$ cat config.mk
export PLATFORM = sky130hd
export DESIGN_NAME = qtcore_scan_ctrl
export DESIGN_NICKNAME = d
export VERILOG_FILES = /design/src/rtl/qtcore_scan_ctrl.sv
export SDC_FILE = /design/constraint.sdc
export NUM_CORES = 1
export LEC_CHECK = 0
export ABC_AREA = 1
export BUFFER_PORTS_ARGS = -buffer_cell sky130_fd_sc_hd__buf_2
export CAP_MARGIN = 20
export CORE_MARGIN = 1
export CORE_UTILIZATION = 44
export DETAILED_ROUTE_END_ITERATION = 10
export PLACE_DENSITY_LB_ADDON = 0.12
export SLEW_MARGIN = 25
export SYNTH_ARGS = -nofsm -noshare
export SYNTH_HDL_FRONTEND = slang
export SYNTH_SLANG_ARGS = --single-unit
$ cat constraint.sdc
create_clock -name clk_in -period 2.9 [get_ports clk_in]
set_clock_uncertainty 0.15 [all_clocks]
set_input_delay 0.435 -clock clk_in [delete_from_list [all_inputs] [get_ports clk_in]]
set_output_delay 0.435 -clock clk_in [all_outputs]
set_load 0.01 [all_outputs]
$ cat src/rtl/qtcore_scan_ctrl.sv
// qtcore_scan_ctrl: host-side sequencer for the qtcore_a1 scan chain and run control.
//
// A byte-addressable shadow buffer mirrors the whole core scan chain. On command the
// controller swaps that buffer with the core chain (XCHG), pulses the core reset (RESET),
// or enables the core until it halts or a cycle budget expires (RUN).
//
// Ports:
//   clk_in, rst_in           core clock; synchronous active-high reset
//   cmd_valid/cmd/cmd_ready  command handshake (0 RESET, 1 XCHG, 2 RUN, 3 reserved)
//   run_cycles               RUN budget, sampled at acceptance
//   done, err                one-cycle completion pulse; err flags the reserved command
//   wr_en/wr_addr/wr_data    buffer byte write (IDLE only)
//   rd_addr/rd_data          combinational buffer byte read
//   halted_out, cycles_out   result of the last completed RUN
//   scan_en_out, scan_data_out, scan_data_in, proc_en_out, core_rst_out, halt_in
//                            core-side pins
module qtcore_scan_ctrl #(
    parameter int unsigned CHAIN_LEN  = 160,
    parameter int unsigned MIN_RUN    = 4,
    parameter int unsigned RST_CYCLES = 2
) (
    input  logic        clk_in,
    input  logic        rst_in,
    input  logic        cmd_valid,
    input  logic [1:0]  cmd,
    input  logic [15:0] run_cycles,
    output logic        cmd_ready,
    output logic        done,
    output logic        err,
    input  logic        wr_en,
    input  logic [4:0]  wr_addr,
    input  logic [7:0]  wr_data,
    input  logic [4:0]  rd_addr,
    output logic [7:0]  rd_data,
    output logic        halted_out,
    output logic [15:0] cycles_out,
    output logic        scan_en_out,
    output logic        scan_data_out,
    input  logic        scan_data_in,
    output logic        proc_en_out,
    output logic        core_rst_out,
    input  logic        halt_in
);

    localparam int unsigned NumBytes = CHAIN_LEN / 8;

    localparam logic [2:0] StIdle  = 3'd0;
    localparam logic [2:0] StRst   = 3'd1;
    localparam logic [2:0] StShift = 3'd2;
    localparam logic [2:0] StRun   = 3'd3;
    localparam logic [2:0] StDone  = 3'd4;

    localparam logic [1:0] CmdReset = 2'd0;
    localparam logic [1:0] CmdXchg  = 2'd1;
    localparam logic [1:0] CmdRun   = 2'd2;

    localparam logic [15:0] ShiftLast = 16'(CHAIN_LEN - 1);
    localparam logic [15:0] RstLast   = 16'(RST_CYCLES - 1);
    localparam logic [16:0] MinRun    = 17'(MIN_RUN);

    logic [2:0]           state_q, state_d;
    logic [15:0]          cnt_q, cnt_d;
    logic [15:0]          budget_q, budget_d;
    logic                 err_q, err_d;
    logic                 halted_q, halted_d;
    logic [15:0]          cycles_q, cycles_d;
    logic [CHAIN_LEN-1:0] buf_q, buf_d;

    // One bit wider than the counter so the budget compare cannot wrap.
    logic [16:0]          run_next;

    always_comb begin
        state_d  = state_q;
        cnt_d    = cnt_q;
        budget_d = budget_q;
        err_d    = err_q;
        halted_d = halted_q;
        cycles_d = cycles_q;
        buf_d    = buf_q;
        run_next = {1'b0, cnt_q} + 17'd1;

        unique case (state_q)
            StIdle: begin
                // The buffer is writable only here; a write in the acceptance cycle
                // still lands, so an XCHG accepted on that edge shifts the new byte.
                if (wr_en) begin
                    for (int unsigned k = 0; k < NumBytes; k++) begin
                        if (32'(wr_addr) == k) begin
                            buf_d[8*k +: 8] = wr_data;
                        end
                    end
                end
                if (cmd_valid) begin
                    cnt_d = '0;
                    err_d = 1'b0;
                    case (cmd)
                        CmdReset: state_d = StRst;
                        CmdXchg:  state_d = StShift;
                        CmdRun: begin
                            budget_d = run_cycles;
                            if (run_cycles == 16'd0) begin
                                // Empty budget completes as a RUN without any enable cycle.
                                state_d  = StDone;
                                halted_d = 1'b0;
                                cycles_d = '0;
                            end else begin
                                state_d = StRun;
                            end
                        end
                        default: begin
                            state_d = StDone;
                            err_d   = 1'b1;
                        end
                    endcase
                end
            end

            StRst: begin
                if (cnt_q == RstLast) begin
                    state_d = StDone;
                end else begin
                    cnt_d = cnt_q + 16'd1;
                end
            end

            StShift: begin
                // MSB leaves towards the core while the core's output enters at the LSB;
                // after CHAIN_LEN edges the two chains have swapped contents.
                buf_d = {buf_q[CHAIN_LEN-2:0], scan_data_in};
                if (cnt_q == ShiftLast) begin
                    state_d = StDone;
                end else begin
                    cnt_d = cnt_q + 16'd1;
                end
            end

            StRun: begin
                cnt_d = run_next[15:0];
                // Budget expiry wins over a simultaneous halt.
                if (run_next == {1'b0, budget_q}) begin
                    state_d  = StDone;
                    halted_d = 1'b0;
                    cycles_d = run_next[15:0];
                end else if (halt_in && (run_next >= MinRun)) begin
                    state_d  = StDone;
                    halted_d = 1'b1;
                    cycles_d = run_next[15:0];
                end
            end

            StDone: begin
                state_d = StIdle;
            end

            default: begin
                state_d = StIdle;
            end
        endcase
    end

    always_ff @(posedge clk_in) begin
        if (rst_in) begin
            state_q  <= StIdle;
            cnt_q    <= '0;
            budget_q <= '0;
            err_q    <= 1'b0;
            halted_q <= 1'b0;
            cycles_q <= '0;
            buf_q    <= '0;
        end else begin
            state_q  <= state_d;
            cnt_q    <= cnt_d;
            budget_q <= budget_d;
            err_q    <= err_d;
            halted_q <= halted_d;
            cycles_q <= cycles_d;
            buf_q    <= buf_d;
        end
    end

    // Control outputs decode straight from the state register, which keeps the three
    // core pins mutually exclusive by construction.
    assign cmd_ready     = (state_q == StIdle);
    assign done          = (state_q == StDone);
    assign err           = (state_q == StDone) && err_q;
    assign scan_en_out   = (state_q == StShift);
    assign proc_en_out   = (state_q == StRun);
    assign core_rst_out  = (state_q == StRst);
    assign scan_data_out = buf_q[CHAIN_LEN-1];
    assign halted_out    = halted_q;
    assign cycles_out    = cycles_q;

    // Out-of-range addresses match no byte and read as zero.
    always_comb begin
        rd_data = '0;
        for (int unsigned k = 0; k < NumBytes; k++) begin
            if (32'(rd_addr) == k) begin
                rd_data = buf_q[8*k +: 8];
            end
        end
    end

endmodule
# --- Word-level counts from Yosys, hierarchy flattened ---
# Cells that the tools add are included.
word_totals:
  ff_bits: 213
  latch_bits: 0
  ram_bits: 0
  rom_bits: 0
  input_bits: 42
  wordCells: 208
  mem_count: 0
op_classes:
  n_addsub: 2
  mul: 0
  div_mod_pow: 0
  n_lt_le_gt_ge: 1
  n_eq_ne: 76
  shift: 0
  n_mux: 67
  bitwise: 0
  reduce_logical: 36
op_table:
  columns: ["op", "count"]
  rows:
  - ["$mux W8", 40]
  - ["$pmux W160 S2", 1]
  - ["$mux W160", 1]
  - ["$mux W16", 8]
  - ["$eq A5 B4 Y1 const B", 16]
  - ["$pmux W16 S4", 1]
  - ["$reduce_and A3 Y1", 21]
  - ["$ne A2 B1 Y1 const B", 25]
  - ["$eq A5 B3 Y1 const B", 8]
  - ["$eq A5 B5 Y1 const B", 8]
  - ["$pmux W16 S2", 1]
  - ["$eq A5 B2 Y1 const B", 4]
  - ["$mux W3", 6]
  - ["$add A16 B1 Y17 const B", 1]
  - ["$eq A17 B16 Y1", 1]
  - ["$ge A17 B3 Y1 const B", 1]
  - ["$add A16 B1 Y16 const B", 1]
  - ["$eq A16 B1 Y1 const B", 1]
  - ["$eq A16 B8 Y1 const B", 1]
  - ["$logic_not A16 Y1", 1]
  - ["$pmux W3 S4", 1]
  - ["$eq A5 B1 Y1 const B", 2]
  - ["$logic_not A5 Y1", 2]
  - ["$pmux W3 S3", 1]
  - ["other kinds (18)", 29]

# --- Longest topological paths before layout ---
logic_depth:
  depth_word: 21
  mapped_depth: 20
  mapped_depth_nobuf: 19

# --- Worst setup path after synthesis ---
# No wires, ideal clock.
synth_timing:
  path_type: "register to register"
  from: "reg cnt_q[0]"
  to: "reg cycles_q[10] (netlist: cycles_out[10])"
  setup_ns: 0.111
  arrival_ns: 2.122
  required_ns: 2.639
  setup_slack_ns: 0.517
  path_stages_with_launch: 17
  cell_sequence: "dfxtp_1 > ha_1 > nand2_2 > nor2_4 > nand2_1 > nor2_1 > xor2_1 > inv_1 > nor3_2 > nand3_1 > nand2_1 > nand3_2 > nand2_2 > inv_4 > buf_8 > nor2_2 > nor2_2"
synth_via:
  elab_chain_len: 5
  elab_cells_between_ends: 9
synth_rtl:
  columns: ["item", "line_no", "text"]
  rows:
  - ["from (decl)", "62", "logic [15:0] cnt_q, cnt_d;"]
  - ["from (signal assigned)", "172", "cnt_q <= cnt_d;"]
  - ["$add A16 B1 Y17 *", "80", "run_next = {1'b0, cnt_q} + 17'd1;"]
  - ["$ge A17 B3 Y1", "144", "end else if (halt_in && (run_next >= MinRun)) begin"]
  - ["$logic_and A1 B1 Y1", "144", null]
  - ["$ne A3 B1 Y1 (no source line)", null, null]
  - ["$reduce_and A5 Y1 (no source line)", null, null]
  - ["to (signal assigned)", "176", "cycles_q <= cycles_d;"]
  - ["to (decl)", "66", "logic [15:0] cycles_q, cycles_d;"]
# Every way passes the cells marked *; elsewhere a longest branch is shown, timed or not. The select of a mux whose other input is x is not followed.
# A chain may end at the register's enable or synchronous reset.

# --- Worst setup path after layout ---
layout_timing:
  from: "in rd_addr[2]"
  to: "out rd_data[3]"
layout_via:
  elab_chain_len: 21
  elab_cells_between_ends: 40
layout_rtl:
  columns: ["item", "line_no", "text"]
  rows:
  - ["from (decl)", "33", "input logic [4:0] rd_addr,"]
  - ["$logic_not A5 Y1", "197", "if (32'(rd_addr) == k) begin"]
  - ["$mux W8 (19 in a row)", "197", null]
  - ["$mux W8 *", "197", null]
  - ["to (decl)", "34", "output logic [7:0] rd_data,"]
# Every way passes the cells marked *; elsewhere a longest branch is shown, timed or not.

==> summary.md <==
| Metric | Value |
|---|---|
| Switching power | `4300 uW` |
| Clock share of power | `30.1%` |
| H-tree depth | `1` |
| IO buf count | `73` |
| CP startpoint kind | `input port` |
| Highest cell delay on the worst timing path | `210 ps` |
| Vias after detailed routing | `11500` |
| Crit path capture type | `primary output` |
| YS warnings | `0` |
| Worst path slowest cell | `nor3_2` |
| Die ar. | `25300 um2` |
| Clock root cell | `clkbuf_16` |
| WP data arrival | `2280 ps` |
| Clock tree buffer depth | `3` |
| Hold path depth | `3` |
| P_leak | `0.00535 uW` |
| FFs w/ async S/R, synth | `0%` |
| Main flop type after synthesis | `dfxtp_1` |
| Die extent in x | `159 um` |
| Routed Antenna Nets | `0` |
| Clock sinks | `213` |
| Pre-CTS setup slack | `-248 ps` |
| HPWL after detailed placement | `26.3 mm` |
| Internal | `6960 uW` |
| Pre-antenna DRT Iters | `5` |
| Reg-to-Reg Start | `cnt_q[0]$_SDFFE_PP0P_` |
| Crit path kind | `in -> out` |
| GPL Wtd Cong | `0.949` |
| Fin Hold WS | `21.0 ps` |
| Global-route wire length before repair | `58.0 mm` |
| Tightest Pin Transition | `991 ps` |
| Peak VDD IR | `0.000574 V` |
| Max cap viols | `0` |
| Vias per cell | `5.52` |
| Sequential element share of the synthesized area | `39.2%` |
| DR WL/cell | `17.7 um` |
| Outcome | `finished clean` |
| Post-layout minimum cycle time | `2870 ps` |
| Critical Path RT | `2320 ps` |
| FF+latch count, synth | `213` |
| Worst Reg-to-Reg Cells | `15` |
| DRC | `0` |
| Largest net degree at the start of global routing | `135` |
| Post-synth EDFFs | `0` |
| Syn Area/Cell | `6.61 um2` |
| I/O pin count | `74` |
| Gate power share | `31.2%` |
| Sw Share | `38.2%` |
| Filler cells | `2423` |
| Die height | `159 um` |
| # nets final | `1783` |
| Number of global-route vias before repair | `10500` |
| Post-route worst setup slack | `32.6 ps` |
| Share of cells above drive strength 1 | `18.1%` |
| Max Fclk | `0.349 GHz` |
| Initial DRC Count | `1040` |
| Yosys cell types | `36` |
| RSZ-0062 raised after global routing | `yes` |
| Max Slew Vio Count | `0` |
| Worst-skew pair later-pin latency | `520 ps` |
| Mapped Area | `10900 um2` |
| Area Overhead vs Synth | `22.0%` |
| Endpoints failing hold | `0` |
| Worst r2r dst | `cycles_out[15]$_SDFFE_PP0P_` |
| CTS Buf Count | `25` |
| Final Setup Violations | `0` |
| Post-Syn Nets | `1688` |
| Hold path endpoint | `budget_q[13]$_SDFFE_PP0P_` |
| Most used cell, CP | `nand4_1` |
| Initial antenna violation count | `1` |
| Critical Path, Cell by Cell | `buf_8 -> nor2_4 -> buf_6 -> buf_8 -> buf_6 -> nand3_2 -> nand3_2 -> nor3_2 -> nand4_1 -> nand2_1 -> nand4_1 -> nand2_1 -> nand4_1 -> nor2_1 -> nand4_1 -> buf_2` |
| Register Area | `4280 um2` |
| Mapped Cells | `1644` |
| Core Region | `24200 um2` |
| Tightest Hold Check Type | `in -> reg` |
| Worst-path clk slew | `60 ps` |
| CTS tree | `yes` |
| Sequential share of power | `38.7%` |
| Multi-input gate area | `5830 um2` |
| Starting density of the core | `44.8%` |
| Hold Crit Start | `run_cycles[13]` |
| Total grt overflow | `0` |
| CP max FO | `6` |
| # diodes | `0` |
| GRT Total Usage | `28.5%` |
| Row cnt | `57` |
| Slew HR | `33.9%` |
| PwrDens | `849 nW/um2` |
| Setup tns final | `0 ps` |
| Final WL | `36.8 mm` |
| Reg2reg setup slack | `200 ps` |
| Tcrit/Tclk final | `98.9%` |
## power groups by stage
stage	clock network (uW)	registers [uW]	logic (uW)
finish	3390	4360	3520
CTS	3440	4340	3400
global route	3570	4440	3900
detailed placement	0	4380	3380
floorplan	0	4150	2280
global placement	0	4380	3340
## worst max-delay path: cells and delay by family
family                 cells  cell delay (ps)
AND/OR/NAND/NOR           11             1230
buffers and inverters      5              620
## how the worst max path moves through the flow
stage | start | endpoint | slack (ps)
finish | rd_addr[2] | rd_data[3] | 30
CTS | buf_q[0]$_SDFFE_PP0P_ | rd_data[0] | -8
global route | buf_q[1]$_SDFFE_PP0P_ | rd_data[1] | -170
global placement | rd_addr[1] | rd_data[1] | -190
detailed placement | rd_addr[1] | rd_data[1] | -250
floorplan | cnt_q[0]$_SDFFE_PP0P_ | cycles_out[10]$_SDFFE_PP0P_ | 520
## flip-flops by register name (all words and copies together) (netlist names)
| name | count |
|---|---|
| cycles_out | 16 |
| state_q | 3 |
| buf_q | 160 |
| err_q | 1 |
| cnt_q | 16 |
| halted_out | 1 |
| budget_q | 16 |
## logic make-up (layout without fill, tap and decap cells)
kind of cell	count (synthesis)	in the layout	share of synthesized area (%)
AO/OA/AOI/OAI	439	439	22.0
buffers and inverters	268	380	9.47
XOR/XNOR	14	14	1.27
flip-flops	213	213	39.2
adder cells (fa/ha/maj)	2	2	0.230
AND/OR/NAND/NOR	708	708	27.8
## layer usage
metal  track usage (%)  part of all wire [%]  up-vias
met1              39.9                    46     5363
met4              7.26                   2.4        0
li1                  -                     -     5663
met5                 0                     0        -
met2              46.8                    46      387
met3              3.15                   5.3       63
## area by class of cell
class / instances / share of cell area [%]
Sequential cell: 213 / 32.3
Timing Repair Buffer: 157 / 8.88
Inverter: 178 / 5.11
Multi-Input combinational cell: 1163 / 43.9
Tap cell: 324 / 3.06
Clock inverter: 9 / 1.11
Clock buffer: 35 / 5.60
Timing Repair inverter: 1 / 0.0472
## layout by cell type (no fill, tap or decap), types with 3 or more instances in the layout
master / n
xor2_1: 7
a31oi_1: 135
nand2_1: 401
nor3_2: 3
nand2_2: 16
dfxtp_1: 204
buf_2: 68
buf_4: 66
nand3_1: 57
a22oi_1: 6
nor4_1: 3
a21oi_1: 65
o21ai_1: 14
or2_2: 4
nand2_4: 5
buf_6: 11
nor3_1: 14
xor2_2: 3
bufinv_16: 4
o21ai_0: 215
dfxtp_2: 7
clkinv_2: 4
nor2_4: 13
buf_8: 4
clkbuf_8: 8
nand3_2: 12
nand4_1: 37
inv_1: 163
clkbuf_16: 25
inv_2: 13
xnor2_1: 4
nor2_1: 101
nor2_2: 34
buf_12: 6
## metrics by stage
step	instance area (um2)	util [%]	power, uW	std cells
after floorplan	10900	-	6430	1644
after CTS	12800	52.9	11200	2065
after detailed placement	11900	49.0	7770	2019
after global placement	11900	49.0	7720	2019
final	13300	54.7	11300	2080
after global routing	13300	54.7	11900	2080
## cells in the mapped netlist, types with 2 or more instances
master	number	area [um2]
buf_2	5	25.0
clkbuf_1	73	274
buf_1	10	37.5
a22oi_1	6	45.0
ha_1	2	25.0
o21ai_1	12	60.1
or2_2	4	25.0
inv_1	170	638
nor2_4	5	56.3
nor3_1	16	80.1
nor2_1	121	454
nor2_2	22	138
nand3_2	3	30.0
nand3_1	67	335
nor4_1	3	18.8
xnor2_1	4	35.0
o22ai_1	2	12.5
nand3b_1	2	15.0
o21ai_0	218	1090
nor3b_1	2	15.0
nand2_1	416	1560
xor2_1	8	70.1
a31oi_1	135	845
xor2_2	2	32.5
dfxtp_1	213	4260
a21oi_1	65	325
nand2_2	7	43.8
nand4_1	37	231
inv_2	7	26.3
## timing repair
item                       CTS  global route
cloned                       0             1
hold endpoints to repair     1             0
pin swaps                    7            53
setup endpoints to repair    8            29
hold buffers                 1             0
setup buffers                1            14
gates resized for setup     12           101
Power figures use the tool's default switching activity.
